**config.mk**
```make
export PLATFORM = sky130hd
export DESIGN_NAME = rv_branch_pred
export DESIGN_NICKNAME = d
export VERILOG_FILES = /design/src/rtl/rv_branch_pred.sv
export SDC_FILE = /design/constraint.sdc
export NUM_CORES = 2
export LEC_CHECK = 0
export CORE_MARGIN = 3
export CORE_UTILIZATION = 54
export CTS_BUF_LIST = sky130_fd_sc_hd__clkbuf_16
export CTS_CLUSTER_SIZE = 28
export DETAILED_ROUTE_END_ITERATION = 6
export PLACE_DENSITY = 0.85
export SKIP_CTS_REPAIR_TIMING = 1
export SYNTH_ARGS = -nofsm -noshare
export SYNTH_HDL_FRONTEND = slang
export SYNTH_SLANG_ARGS = --single-unit
```
**constraint.sdc**
```tcl
create_clock -name i_clk -period 5.27 [get_ports i_clk]
set_input_delay 1.054 -clock i_clk [delete_from_list [all_inputs] [get_ports i_clk]]
set_output_delay 1.054 -clock i_clk [all_outputs]
set_load 0.05 [all_outputs]
```
**src/rtl/rv_branch_pred.sv**
```systemverilog
`timescale 1ns/1ps
`default_nettype none
// ============================================================================
// Module   : rv_branch_pred
// Purpose  : Direct-mapped BTB with 2-bit counters, mispredict flush, stats.
// Revision : 1.0 - initial release
// ============================================================================
module rv_branch_pred #(
  parameter int IADDR_SPACE_BITS = 32,
  parameter int ENTRIES          = 16
) (
  input  logic                        i_clk,
  input  logic                        i_reset,
  input  logic [IADDR_SPACE_BITS-1:0] i_fetch_pc,
  output logic                        o_pred_taken,
  output logic [IADDR_SPACE_BITS-1:0] o_pred_next,
  input  logic                        i_upd_valid,
  input  logic                        i_upd_is_branch,
  input  logic                        i_upd_is_jal,
  input  logic                        i_upd_taken,
  input  logic [IADDR_SPACE_BITS-1:0] i_upd_pc,
  input  logic [IADDR_SPACE_BITS-1:0] i_upd_target,
  input  logic [IADDR_SPACE_BITS-1:0] i_upd_pc_next,
  input  logic                        i_upd_pred,
  output logic                        o_flush,
  output logic [IADDR_SPACE_BITS-1:0] o_redirect_pc,
  output logic [31:0]                 o_stat_ctrl,
  output logic [31:0]                 o_stat_mispred
);

  localparam int IDX = $clog2(ENTRIES);
  localparam int TAG = IADDR_SPACE_BITS - IDX - 2;
  localparam logic [IADDR_SPACE_BITS-1:0] PC_STEP = IADDR_SPACE_BITS'(4);

  logic                        r_valid  [ENTRIES];
  logic [TAG-1:0]              r_tag    [ENTRIES];
  logic [IADDR_SPACE_BITS-1:0] r_target [ENTRIES];
  logic [1:0]                  r_ctr    [ENTRIES];

  logic                        r_flush;
  logic [IADDR_SPACE_BITS-1:0] r_redirect;
  logic [31:0]                 r_stat_ctrl;
  logic [31:0]                 r_stat_mispred;

  // Low PC bits are always zero for aligned fetch; the carried prediction
  // bit is not needed because detection compares full next-PC values.
  logic w_unused;
  assign w_unused = ^{i_fetch_pc[1:0], i_upd_pc[1:0], i_upd_pred};

  logic [IDX-1:0] w_fidx;
  logic           w_fhit;
  assign w_fidx       = i_fetch_pc[IDX+1:2];
  assign w_fhit       = r_valid[w_fidx] && (r_tag[w_fidx] == i_fetch_pc[IADDR_SPACE_BITS-1:IDX+2]);
  assign o_pred_taken = w_fhit & r_ctr[w_fidx][1];
  assign o_pred_next  = o_pred_taken ? r_target[w_fidx] : i_fetch_pc + PC_STEP;

  logic [IDX-1:0]              w_uidx;
  logic [TAG-1:0]              w_utag;
  logic                        w_uhit;
  logic                        w_is_ctrl;
  logic                        w_act_taken;
  logic [IADDR_SPACE_BITS-1:0] w_act_next;
  logic                        w_mispred;
  logic [1:0]                  w_ctr_cur;
  logic [1:0]                  w_ctr_inc;
  logic [1:0]                  w_ctr_dec;
  logic                        w_wr_jump;
  logic                        w_wr_alloc;
  logic                        w_wr_train;
  logic                        w_wr_inval;
  logic                        w_wr_tgt;

  assign w_uidx      = i_upd_pc[IDX+1:2];
  assign w_utag      = i_upd_pc[IADDR_SPACE_BITS-1:IDX+2];
  assign w_uhit      = r_valid[w_uidx] && (r_tag[w_uidx] == w_utag);
  assign w_is_ctrl   = i_upd_is_branch | i_upd_is_jal;
  assign w_act_taken = i_upd_is_jal | (i_upd_is_branch & i_upd_taken);
  assign w_act_next  = w_act_taken ? i_upd_target : i_upd_pc + PC_STEP;
  assign w_mispred   = i_upd_valid && (w_act_next != i_upd_pc_next);

  assign w_ctr_cur = r_ctr[w_uidx];
  assign w_ctr_inc = (&w_ctr_cur) ? w_ctr_cur : w_ctr_cur + 2'd1;
  assign w_ctr_dec = (|w_ctr_cur) ? w_ctr_cur - 2'd1 : w_ctr_cur;

  // Jumps take priority should both type flags ever be set together.
  assign w_wr_jump  = i_upd_valid & i_upd_is_jal;
  assign w_wr_alloc = i_upd_valid & ~i_upd_is_jal & i_upd_is_branch & ~w_uhit & i_upd_taken;
  assign w_wr_train = i_upd_valid & ~i_upd_is_jal & i_upd_is_branch & w_uhit;
  assign w_wr_inval = i_upd_valid & ~w_is_ctrl & w_uhit;
  assign w_wr_tgt   = w_wr_jump | w_wr_alloc | (w_wr_train & i_upd_taken);

  always_ff @(posedge i_clk or posedge i_reset) begin
    if (i_reset) begin
      for (int i = 0; i < ENTRIES; i++) begin
        r_valid[i] <= 1'b0;
        r_ctr[i]   <= 2'b01;
      end
      r_flush        <= 1'b0;
      r_redirect     <= '0;
      r_stat_ctrl    <= '0;
      r_stat_mispred <= '0;
    end else begin
      if (w_wr_jump) begin
        r_valid[w_uidx] <= 1'b1;
        r_ctr[w_uidx]   <= 2'b11;
      end else if (w_wr_alloc) begin
        r_valid[w_uidx] <= 1'b1;
        r_ctr[w_uidx]   <= 2'b10;
      end else if (w_wr_train) begin
        r_ctr[w_uidx]   <= i_upd_taken ? w_ctr_inc : w_ctr_dec;
      end else if (w_wr_inval) begin
        r_valid[w_uidx] <= 1'b0;
      end
      r_flush <= w_mispred;
      if (w_mispred) r_redirect <= w_act_next;
      if (i_upd_valid && w_is_ctrl) r_stat_ctrl <= r_stat_ctrl + 32'd1;
      if (w_mispred) r_stat_mispred <= r_stat_mispred + 32'd1;
    end
  end

  // Tag/target are payload only; a write landing during reset is harmless
  // because the matching valid bit is cleared.
  always_ff @(posedge i_clk) begin
    if (w_wr_tgt) r_target[w_uidx] <= i_upd_target;
    if (w_wr_jump || w_wr_alloc) r_tag[w_uidx] <= w_utag;
  end

  assign o_flush        = r_flush;
  assign o_redirect_pc  = r_redirect;
  assign o_stat_ctrl    = r_stat_ctrl;
  assign o_stat_mispred = r_stat_mispred;

endmodule
`default_nettype wire

```
==> results.rst <==
.. list-table::
   :header-rows: 1

   * - Metric
     - Value
   * - Number of synthesized register bits
     - 1073
   * - Class of the tightest hold or removal check
     - reg -> reg
   * - Top area cells in the synthesized netlist
     - edfxtp_1 (57%), mux4_2 (18%), dfrtp_1 (6.6%), xnor2_1 (2.6%), nand2_1 (1.4%)
   * - Total number of vias
     - 32.6k
   * - Violated checks
     - setup timing
   * - R2r startpoint
     - r_tag[0][1]
   * - P per Cell Area
     - 334 mW/mm2
   * - Length of the first detailed-routing pass in iterations
     - 7
   * - Library cell used as clock root buffer
     - clkbuf_16
   * - Cells after DPL
     - 4341
   * - Final Max Tran Viols
     - 0
   * - P&R area growth vs syn
     - 21.2%
   * - Maximum number of pins on one net before global-route repair
     - 85
   * - Post-route total power
     - 19900 uW
   * - Slew margin rel.
     - 36.2%
   * - Worst Tran Pin Value
     - 0.948 ns
   * - Internal power
     - 14800 uW
   * - Final Hold Fails
     - 0
   * - Portion of total power attributed to sequential cells
     - 49.0%
   * - Filler Cells Inserted
     - 5535
   * - Detailed Route WL
     - 159000 um
   * - Peak clock frequency supported by timing
     - 179 MHz
   * - Outcome
     - finished, violations left
   * - Per-cell via count in the routed design
     - 7.08
   * - Ratio of cells with drive above 1 in the final layout
     - 30.0%
   * - Placer Congestion
     - 0.965
   * - Die outline area
     - 0.0948 mm2
   * - Clock network power share
     - 37.3%
   * - Worst endpoint data arrival time
     - 4.52 ns
   * - Placed wire-length estimate
     - 99100 um
   * - Multi-input gate area
     - 0.0173 mm2
   * - Die width
     - 308 um
   * - Mapped Cells
     - 2854
   * - Startpoint of the tightest hold check path
     - o_stat_ctrl[31]
   * - Main synth FF type
     - edfxtp_1
   * - Cell type contributing the most total cell area after synthesis
     - edfxtp_1
   * - Final cycle utilization of the critical path
     - 106%
   * - Hold Path Cell Cnt
     - 1
   * - Remaining DRCs
     - 0
   * - Cells traversed along the worst timing path
     - buf_12 -> buf_16 -> buf_8 -> buf_4 -> mux4_2 -> mux4_2 -> xnor2_2 -> nand4_1 -> nor3_2 -> nand4_1 -> nor4_4 -> buf_12 -> buf_8 -> buf_12 -> nand2_2 -> o21ai_4 -> buf_12
   * - H-tree level count
     - 3
   * - Yosys warnings
     - 0
   * - Async SR Flop Fraction
     - 13.5%
   * - Critical path required time
     - 4.22 ns
   * - Number of nets with antenna violations after routing
     - 0
   * - Mean Syn Cell Area
     - 17.3 um2
   * - Net count after synthesis
     - 2996
   * - Time the final worst path needs with I/O delays and setup
     - 5.57 ns
   * - Setup Viol. Count Final
     - 33
   * - Number of maximum-capacitance violations
     - 0
   * - Detailed-route wire length per cell
     - 34.6 um
   * - Worst R2R Path Depth
     - 14
   * - Number of global-route vias before repair
     - 32.1k
   * - Total area of sequential cells
     - 0.0315 mm2
   * - Later-pin clock latency in the skew report
     - 0.71 ns
   * - Leading cell types by count after synthesis
     - edfxtp_1 (928), mux4_2 (403), nand2_1 (183)
   * - Number of antenna violations at the first check in global routing
     - 21
   * - Top cell type's share of synthesized area
     - 56.6%
   * - Number of distinct library cell variants in the gate-level netlist after synthesis
     - 87
   * - Clk pin slew, worst setup/hold paths
     - 0.06 ns
   * - Placed Instance Area
     - 0.0554 mm2
   * - Critical-path top delay cell
     - mux4_2
   * - Delay-heaviest family, CP
     - buffers and inverters
   * - Final Instance Area
     - 0.0597 mm2
   * - First-iteration detailed-routing DRC count
     - 5800
   * - Number of buffers between clock root and the deepest sink
     - 3
   * - Buffers added on ports
     - 263
   * - # clock sinks
     - 1073
   * - Slowest cell delay on critical path
     - 0.57 ns
   * - Overall overflow remaining after global route
     - 0
   * - Hold Path Sink
     - o_stat_ctrl[31]
   * - Count of nets after finishing
     - 3462
   * - Top fanout value on the critical path
     - 8
   * - R2R setup slack
     - 1.32 ns
   * - Global-route wire length before repair
     - 224000 um
   * - Leakage power
     - 0.0202 uW
   * - Worst VDD drop
     - 256 uV
   * - Sequential share of the synthesized area
     - 64.0%
   * - Number of flops mapped to enable cells by yosys
     - 928
   * - Psw
     - 5160 uW
   * - Ports
     - 265
   * - Row count
     - 110
   * - Minimum setup slack in the final design
     - -0.302 ns
   * - Post-Syn Area
     - 0.0492 mm2
   * - Height of the die
     - 308 um
   * - Clock tree skew after final layout
     - 0.0444 ns
   * - Setup repair after global routing missed its margin
     - yes
   * - Std-Cell Core Area
     - 0.0901 mm2
   * - TritonCTS clock tree
     - done
   * - Final cell count without fillers
     - 4601
   * - Proportion of power drawn by combinational gates
     - 13.7%
   * - Type of the setup path with the least slack
     - in -> out
   * - Switching fraction of total power
     - 25.9%
   * - Initial standard-cell utilization of the core
     - 54.6%
   * - Most frequent cell after synthesis
     - edfxtp_1
   * - CTS buffer count
     - 106
   * - Startpoint types
     - input port
   * - Worst path bufs/invs
     - 8
   * - Post-placement worst setup slack
     - -0.0956 ns
   * - Overall Global Routing Usage
     - 32.9%
   * - Type of element capturing the critical path
     - output port
   * - Most common cell type on the critical path
     - buf_12
area by class of cell:
class                           instances  area share (%)
Timing Repair Buffer                  540            9.71
Antenna cell                           16          0.0671
Clock inverter                         87            1.12
Sequential cell                      1073            52.8
Clock buffer                          110            4.61
Multi-Input combinational cell       1557            29.0
Inverter                               42           0.273
Tap cell                             1176            2.47
power by group through the flow:
stage / logic, uW / clock network [uW] / registers (uW)
5_1_grt: 2820 / 7790 / 9780
3_3_place_gp: 2540 / 0 / 9900
3_5_place_dp: 2590 / 0 / 9920
4_1_cts: 2620 / 7480 / 9750
2_1_floorplan: 1230 / 0 / 10100
6_report: 2740 / 7440 / 9770
sequential cells by signal, summed over array words and instances, names as in the netlist, named ones only:
| signal | cells |
|---|---|
| r_tag | 416 |
| o_flush | 1 |
| o_stat_ctrl | 32 |
| r_ctr | 32 |
| o_redirect_pc | 32 |
| r_target | 512 |
| o_stat_mispred | 32 |
per-layer routing:
| layer | share of wire (%) | vias to the layer above | GRT usage (%) |
|---|---|---|---|
| li1 | - | 12500 | - |
| met1 | 33 | 16500 | 42.9 |
| met2 | 46 | 3023 | 50.7 |
| met3 | 15 | 576 | 9.69 |
| met4 | 5.9 | 14 | 16.9 |
| met5 | 0.059 | - | 0 |
stage by stage:
| step | setup TNS, ns | util (%) | hold WS, ns |
|---|---|---|---|
| after global routing | -10.98 | 66.2 | 0.482 |
| final | -8.40 | 66.2 | 0.480 |
| after global placement | -0.463 | 61.5 | 0.462 |
| after floorplan | 0 | - | 0.462 |
| after detailed placement | -1.42 | 61.5 | 0.468 |
| after CTS | -2.04 | 65.3 | 0.476 |
worst reg2reg max path, delay by kind of cell (launching register included):
family / cells / cell delay (ns)
AOI/OAI and AO/OA: 4 / 1.36
muxes: 2 / 0.98
buffers and inverters: 5 / 0.86
DFF: 1 / 0.40
and+or+nand+nor: 3 / 0.20
cells in the final DEF, fill, tap and decap left out, types with 9 or more instances in the layout:
master / count
edfxtp_1: 928
mux4_2: 403
clkdlybuf4s50_1: 223
buf_4: 214
nand2_1: 167
xnor2_1: 138
dfrtp_1: 129
clkbuf_16: 115
nor2_1: 100
buf_12: 76
nand3_1: 69
inv_1: 66
xor2_1: 60
nand4_1: 55
mux2i_1: 50
o21ai_0: 45
a21oi_1: 44
nor2_4: 32
and3_1: 31
clkinv_1: 25
mux2_4: 25
nor3_1: 19
o21ai_2: 18
o22a_1: 17
diode_2: 16
o2bb2ai_1: 16
and2_1: 16
dfstp_2: 16
clkinv_2: 15
buf_6: 15
nor4_1: 14
a31oi_1: 14
o22ai_1: 11
nand2_2: 11
o21ai_4: 11
nor2b_1: 10
a2111oi_0: 10
mux2_2: 9
logic make-up after synthesis:
logic type                 synth area share, %
AOI/OAI and AO/OA                         3.81
xor gates and xnor gates                  3.63
adders and majority gates                0.219
buffers and inverters                     2.08
DFF                                       64.0
muxes                                     20.4
and+or+nand+nor                           5.84
worst max path at each step:
stage,from,endpoint,slack [ns],cells past startpoint
after floorplan,i_fetch_pc[3],o_pred_next[2],0.03,12
after global placement,i_fetch_pc[2],o_pred_next[30],-0.05,13
after detailed placement,i_fetch_pc[3],o_pred_next[30],-0.1,12
after CTS,i_fetch_pc[2],o_pred_next[30],-0.12,13
after global routing,i_fetch_pc[2],o_pred_next[20],-0.38,17
final,i_fetch_pc[2],o_pred_next[15],-0.30,17
(Power assumes the default switching activity.)
